[src/rtl/div_unit_pkg.sv]
`default_nettype none
// ============================================================================
// Module      : div_unit_pkg
// Description : Shared state encodings and result-ready constants for the
//               multi-cycle restoring divider and its EXE-stage consumer.
// Revision    : 1.0 - initial release
// ============================================================================
package div_unit_pkg;

  // Divider control states
  typedef enum logic [1:0] {
    DIV_IDLE    = 2'b00,
    DIV_BY_ZERO = 2'b01,
    DIV_ON      = 2'b10,
    DIV_END     = 2'b11
  } div_state_e;

  // Ready flag values seen by EXE
  localparam logic DIV_RESULT_READY     = 1'b1;
  localparam logic DIV_RESULT_NOT_READY = 1'b0;

endpackage : div_unit_pkg
`default_nettype wire

[src/rtl/div_sign_fix.sv]
`default_nettype none
// ============================================================================
// Module      : div_sign_fix
// Description : Combinational conditional two's-complement negate. Used for
//               operand magnitudes and for the quotient/remainder sign fix.
// Revision    : 1.0 - initial release
// ============================================================================
module div_sign_fix #(
  parameter int WIDTH = 32
) (
  input  logic [WIDTH-1:0] data_i,
  input  logic             neg_i,
  output logic [WIDTH-1:0] data_o
);

  // Negate when requested, otherwise pass through unchanged
  always_comb begin
    data_o = data_i;
    if (neg_i) begin
      data_o = '0 - data_i;
    end
  end

endmodule : div_sign_fix
`default_nettype wire

[src/rtl/div_unit.sv]
`default_nettype none
// ============================================================================
// Module      : div_unit
// Description : Multi-cycle radix-2 restoring divider (DIV / DIVU) for the
//               execute stage. Produces {remainder, quotient}.
// Revision    : 1.0 - initial release
// ============================================================================
module div_unit
  import div_unit_pkg::*;
#(
  parameter int WIDTH = 32,
  parameter int CNT_W = 6
) (
  input  logic               clk,
  input  logic               resetn,
  input  logic               signed_div_i,
  input  logic [WIDTH-1:0]   opdata1_i,
  input  logic [WIDTH-1:0]   opdata2_i,
  input  logic               start_i,
  input  logic               annul_i,
  output logic [2*WIDTH-1:0] result_o,
  output logic               ready_o,
  output logic               busy_o
);

  localparam logic [CNT_W-1:0] C_CNT_LAST = CNT_W'(WIDTH);

  div_state_e         state_q, state_d;
  logic [CNT_W-1:0]   cnt_q, cnt_d;
  logic               signed_q, signed_d;
  logic               neg1_q, neg1_d;     // dividend was negative
  logic               neg2_q, neg2_d;     // divisor was negative
  logic [WIDTH-1:0]   divisor_q, divisor_d;
  logic [WIDTH-1:0]   rem_q, rem_d;
  logic [WIDTH-1:0]   quo_q, quo_d;
  logic [2*WIDTH-1:0] result_q, result_d;
  logic               ready_q, ready_d;

  logic               w_op1_neg, w_op2_neg;
  logic [WIDTH-1:0]   w_op1_mag, w_op2_mag;
  logic [WIDTH-1:0]   w_quo_fix, w_rem_fix;
  logic [WIDTH:0]     w_shift;
  logic [WIDTH-1:0]   w_trial;
  logic               w_fits;

  assign w_op1_neg = signed_div_i & opdata1_i[WIDTH-1];
  assign w_op2_neg = signed_div_i & opdata2_i[WIDTH-1];

  div_sign_fix #(.WIDTH(WIDTH)) u_mag1 (
    .data_i (opdata1_i),
    .neg_i  (w_op1_neg),
    .data_o (w_op1_mag)
  );

  div_sign_fix #(.WIDTH(WIDTH)) u_mag2 (
    .data_i (opdata2_i),
    .neg_i  (w_op2_neg),
    .data_o (w_op2_mag)
  );

  div_sign_fix #(.WIDTH(WIDTH)) u_quo_fix (
    .data_i (quo_q),
    .neg_i  (signed_q & (neg1_q ^ neg2_q)),
    .data_o (w_quo_fix)
  );

  div_sign_fix #(.WIDTH(WIDTH)) u_rem_fix (
    .data_i (rem_q),
    .neg_i  (signed_q & neg1_q),
    .data_o (w_rem_fix)
  );

  // One restoring step: shift in the next dividend bit and trial-subtract.
  // The shifted value keeps an extra MSB so the compare is exact; when it
  // fits, the difference is below the divisor and so fits in WIDTH bits.
  always_comb begin
    w_shift = {rem_q, quo_q[WIDTH-1]};
    w_fits  = (w_shift >= {1'b0, divisor_q});
    w_trial = w_shift[WIDTH-1:0] - divisor_q;
  end

  // Next-state and datapath update
  always_comb begin
    state_d   = state_q;
    cnt_d     = cnt_q;
    signed_d  = signed_q;
    neg1_d    = neg1_q;
    neg2_d    = neg2_q;
    divisor_d = divisor_q;
    rem_d     = rem_q;
    quo_d     = quo_q;
    result_d  = result_q;
    ready_d   = ready_q;

    case (state_q)
      DIV_IDLE: begin
        ready_d  = DIV_RESULT_NOT_READY;
        result_d = '0;
        if (start_i && !annul_i) begin
          if (opdata2_i == '0) begin
            state_d = DIV_BY_ZERO;
          end else begin
            state_d   = DIV_ON;
            signed_d  = signed_div_i;
            neg1_d    = w_op1_neg;
            neg2_d    = w_op2_neg;
            divisor_d = w_op2_mag;
            quo_d     = w_op1_mag;
            rem_d     = '0;
            cnt_d     = '0;
          end
        end
      end

      DIV_BY_ZERO: begin
        // Architecturally undefined; pinned to zero
        state_d  = DIV_END;
        result_d = '0;
        ready_d  = DIV_RESULT_READY;
      end

      DIV_ON: begin
        if (annul_i) begin
          state_d  = DIV_IDLE;
          ready_d  = DIV_RESULT_NOT_READY;
          result_d = '0;
        end else if (cnt_q == C_CNT_LAST) begin
          state_d  = DIV_END;
          result_d = {w_rem_fix, w_quo_fix};
          ready_d  = DIV_RESULT_READY;
        end else begin
          rem_d = w_fits ? w_trial : w_shift[WIDTH-1:0];
          quo_d = {quo_q[WIDTH-2:0], w_fits};
          cnt_d = cnt_q + CNT_W'(1);
        end
      end

      DIV_END: begin
        if (!start_i || annul_i) begin
          state_d  = DIV_IDLE;
          ready_d  = DIV_RESULT_NOT_READY;
          result_d = '0;
        end
      end

      default: begin
        state_d = DIV_IDLE;
      end
    endcase
  end

  // State and datapath registers, cleared asynchronously
  always_ff @(posedge clk or negedge resetn) begin
    if (!resetn) begin
      state_q   <= DIV_IDLE;
      cnt_q     <= '0;
      signed_q  <= 1'b0;
      neg1_q    <= 1'b0;
      neg2_q    <= 1'b0;
      divisor_q <= '0;
      rem_q     <= '0;
      quo_q     <= '0;
      result_q  <= '0;
      ready_q   <= DIV_RESULT_NOT_READY;
    end else begin
      state_q   <= state_d;
      cnt_q     <= cnt_d;
      signed_q  <= signed_d;
      neg1_q    <= neg1_d;
      neg2_q    <= neg2_d;
      divisor_q <= divisor_d;
      rem_q     <= rem_d;
      quo_q     <= quo_d;
      result_q  <= result_d;
      ready_q   <= ready_d;
    end
  end

  assign result_o = result_q;
  assign ready_o  = ready_q;
  assign busy_o   = (state_q != DIV_IDLE);

endmodule : div_unit
`default_nettype wire

[config.mk]
export PLATFORM = sky130hd
export DESIGN_NAME = div_unit
export DESIGN_NICKNAME = d
export VERILOG_FILES = /design/src/rtl/div_unit_pkg.sv /design/src/rtl/div_sign_fix.sv /design/src/rtl/div_unit.sv
export SDC_FILE = /design/constraint.sdc
export NUM_CORES = 1
export LEC_CHECK = 0
export CORE_UTILIZATION = 58
export CTS_CLUSTER_SIZE = 30
export DETAILED_ROUTE_END_ITERATION = 6
export GPL_TIMING_DRIVEN = 1
export MAX_ROUTING_LAYER = met4
export PLACE_DENSITY = 0.88
export REMOVE_ABC_BUFFERS = 1
export SYNTH_ARGS = -nofsm -noshare
export SYNTH_HDL_FRONTEND = slang
export SYNTH_SLANG_ARGS = --single-unit
[constraint.sdc]
create_clock -name clk -period 3.92 [get_ports clk]
set_input_delay 0.98 -clock clk [delete_from_list [all_inputs] [get_ports clk]]
set_output_delay 0.98 -clock clk [all_outputs]
set_load 0.03 [all_outputs]
==> summary.txt <==
Yosys
  – Synth unique cells: 74
  – Post-synth ARST share: 1.000
  – Yosys warnings: 0
  – Seq/Total Area, Yosys: 0.3675
  – Share of the synthesized area in the top cell type: 0.3675
  – Prevailing post-synth register cell: dfrtp_1
  – Post-Synthesis Cells: 1423
  – Cell taking the most area after synthesis: dfrtp_1
  – Synthesized flop and latch total: 172
  – Ranking of synthesized cells by area: dfrtp_1 (37%), o21ai_0 (7.7%), nand2_1 (7.1%)
  – Post-synth EDFFs: 0
  – Cell area after synthesis: 11710 um^2
  – Synthesized area per cell: 8.231 um^2

CTS
  – Post-CTS Setup Bufs: 0
  – Maximum buffer depth of the clock tree: 2
  – Clock-pin slew on the worst setup and hold paths: 70 ps
  – CTS buffer count: 17
  – Hold buffer count at CTS: 0
  – CTS tree: built
  – Clock Latency Late Sink: 430 ps
  – H-tree levels: 4
  – Post-CTS Resized: 0
  – Root Buffer: clkbuf_16
  – Clock Sinks: 172

Floorplanning
  – Die span in y: 144.1 um
  – Std cell rows: 51
  – Die Wd: 144.1 um
  – Initial core utilization: 0.5959
  – Core ar.: 19650 um^2
  – I/O pin count: 135
  – Die area: 20770 um^2

Worst setup path
  – Critical path arrival: 3930 ps
  – Critical Path RT: 4260 ps
  – Slowest stage cell on the critical path: o31ai_1
  – Crit-path cells: ha_1, a21oi_2, o21ai_0, a311o_1, o31ai_1, o311ai_1, a31oi_1, buf_4, nand2_1, o221ai_1
  – Max incr delay on CP: 560 ps
  – R2r setup slk: 330 ps
  – Worst-path fanout max: 8
  – R2r worst-path depth: 10
  – CP Class: reg2reg
  – Top delay family on crit path: compound AO/OA/AOI/OAI gates
  – Bufs and invs on worst path: 1
  – Worst setup SP type: register
  – RR Startpoint: rem_q[7]$_DFFE_PN0P_
  – Crit end category: register
  – Worst r2r dst: rem_q[29]$_DFFE_PN0P_

Run
  – Max cap viols: 0

Run status
  – Outcome: complete, no violations

Layout
  – Multi-input gate area: 6838 um^2
  – N_diodes: 0
  – Share of layout cells above drive strength 1: 0.07211
  – Synthesis-to-layout area growth: 21.34%
  – Final instance area: 14210 um^2
  – Final net count: 1668
  – Reg area: 4304 um^2
  – Fillcell total: 1454

Power and ir drop
  – Peak VDD IR: 589.1 uV
  – Static leakage: 6.105 nW
  – Pwr dens: 789.2 nW/um^2

Min path
  – Hold Path Cell Cnt: 2
  – Hold wc startpoint: result_o[14]$_DFFE_PN0P_
  – Hold Path Class: reg2reg
  – Hold EP: result_o[14]$_DFFE_PN0P_

Timing
  – Setup ws final: 329.5 ps
  – Setup repair after global routing missed its margin: false
  – Setup TNS: 0 ps
  – Worst-margin pin slew: 960.8 ps
  – Tcrit/Tclk final: 0.9159
  – Fin. Hold Viols: 0
  – Max-slew violations: 0
  – Worst clock skew: 9.934 ps
  – Max-slew headroom: 0.3494
  – Max frequency: 278.5 MHz
  – Setup Viol. Count Final: 0
  – Tmin final: 3590 ps

Routing
  – Initial DRC Count: 1148
  – # DRC: 0
  – Vias post-DR: 11300
  – Drt wl/cell: 18.29 um
  – Routed Antenna Nets: 0
  – Vias per inst: 6.165
  – DRT Pass-1 Iters: 5
  – WL final: 33.50 mm

Global routing
  – GR Overflow Total: 0
  – Total GRT Usage: 0.3445
  – Initial antenna violation count: 0
  – Global-route wire length before repair: 53.81 mm
  – Largest net degree at the start of global routing: 81
  – Vias in the first global route: 10560

Placement
  – Pre-CTS setup slack: -33.31 ps
  – RD Place Congestion: 0.9791
  – # port buffers: 134
  – Placed instance area: 13550 um^2
  – DPL Wire Length: 24.44 mm
[cells in the final DEF (no fill, tap or decap), types with 7 or more instances in the layout]
cell               n
inv_1             63
o31ai_1           28
o21ai_0          179
buf_12             8
a31oi_1           13
nand2_1          220
nor2_1           103
a21oi_1          123
nor3_1            22
or3_1             18
o41ai_1            8
nand4_1            7
xnor2_1           73
ha_1              42
o21a_1             9
nand3_1           16
clkdlybuf4s50_1  133
dfrtp_1          172
a21o_1            13
clkbuf_16         17
nor3b_1            7
buf_4             45
and2_1             9
xor2_1            59
mux2i_1           25
or4_1              7
a211oi_1           9
nor4_1            24
[through the flow]
step	power (mW)	std cells	util	hold slack [ps]
finish	11.22	1832	0.7231	474.9
global route	12.01	1832	0.7231	499.5
CTS	11.08	1832	0.7231	484.5
detailed placement	9.113	1801	0.6895	469.4
global placement	8.930	1801	0.6895	459.5
floorplan	7.196	1349	-	488.7
[layer usage]
metal | part of all wire | vias to the layer above | GRT usage
met2 | 0.48 | 544 | 0.5578
li1 | - | 5279 | -
met3 | 0.071 | 86 | 0.04536
met5 | 0 | - | -
met1 | 0.42 | 5386 | 0.4383
met4 | 0.027 | 0 | 0.1355
[worst min-delay path: cells and delay by family (launching register included)]
family,cells,cell delay [ps]
flip-flops,1,340
AO/OA/AOI/OAI,1,60
AND/OR/NAND/NOR,1,40
[registers in the layout, indices dropped and copies added, names as in the netlist]
register and cells:
cnt_q 6, divisor_q 32, neg1_q 1, neg2_q 1
quo_q 32, ready_o 1, rem_q 32, result_o 64
signed_q 1, state_q 2
[Yosys cell counts (all sizes together), types with 6 or more instances]
library cell  instances
a21oi               124
nor3                 23
nor3b                 7
or4                   8
or3                  18
a31oi                13
o41ai                 8
inv                  63
nand2               220
xnor2                73
and2                  9
nor2                103
a211oi                9
o21a                  9
ha                   43
mux2i                25
o21ai               190
a21o                 13
and3                  6
xor2                 59
dfrtp               172
o21bai                6
nand3                16
nand4                 7
nor4                 25
buf                  24
nand3b                6
clkbuf               50
o31ai                29
[how the worst max path moves through the flow]
stage,startpoint,end,slack (ps),cells after the start
after floorplan,state_q[0]$_DFFE_PN0P_,state_q[0]$_DFFE_PN0P_,-3150,7
after global placement,opdata2_i[9],divisor_q[31]$_DFFE_PN0P_,70,10
final,rem_q[7]$_DFFE_PN0P_,rem_q[29]$_DFFE_PN0P_,330,10
after CTS,rem_q[7]$_DFFE_PN0P_,rem_q[29]$_DFFE_PN0P_,400,10
after detailed placement,opdata2_i[9],divisor_q[31]$_DFFE_PN0P_,-30,10
after global routing,divisor_q[8]$_DFFE_PN0P_,rem_q[26]$_DFFE_PN0P_,130,11
[where the power goes]
part / internal [mW] / leakage (nW) / switching [mW]
clock: 1.17 / 0.317 / 0.743
combinational: 2.56 / 3.52 / 3.90
sequential: 2.27 / 2.27 / 0.574
[cells by family after synthesis]
logic type,after synthesis,share of synthesized area
buf+inv,137,0.04989
fa+ha+maj,44,0.04764
mux,29,0.02649
simple gates,468,0.1864
compound gates,441,0.2234
flops,172,0.3675
xor+xnor,132,0.09871
[final cells by class]
class,count,area share
multi-input cells,1114,0.4811
inverters,63,0.01664
clock inverters,12,0.01470
clock buffers,19,0.03187
repair buffers,187,0.1295
well taps,265,0.02333
flip-flops and latches,172,0.3028
(Power assumes the default switching activity.)
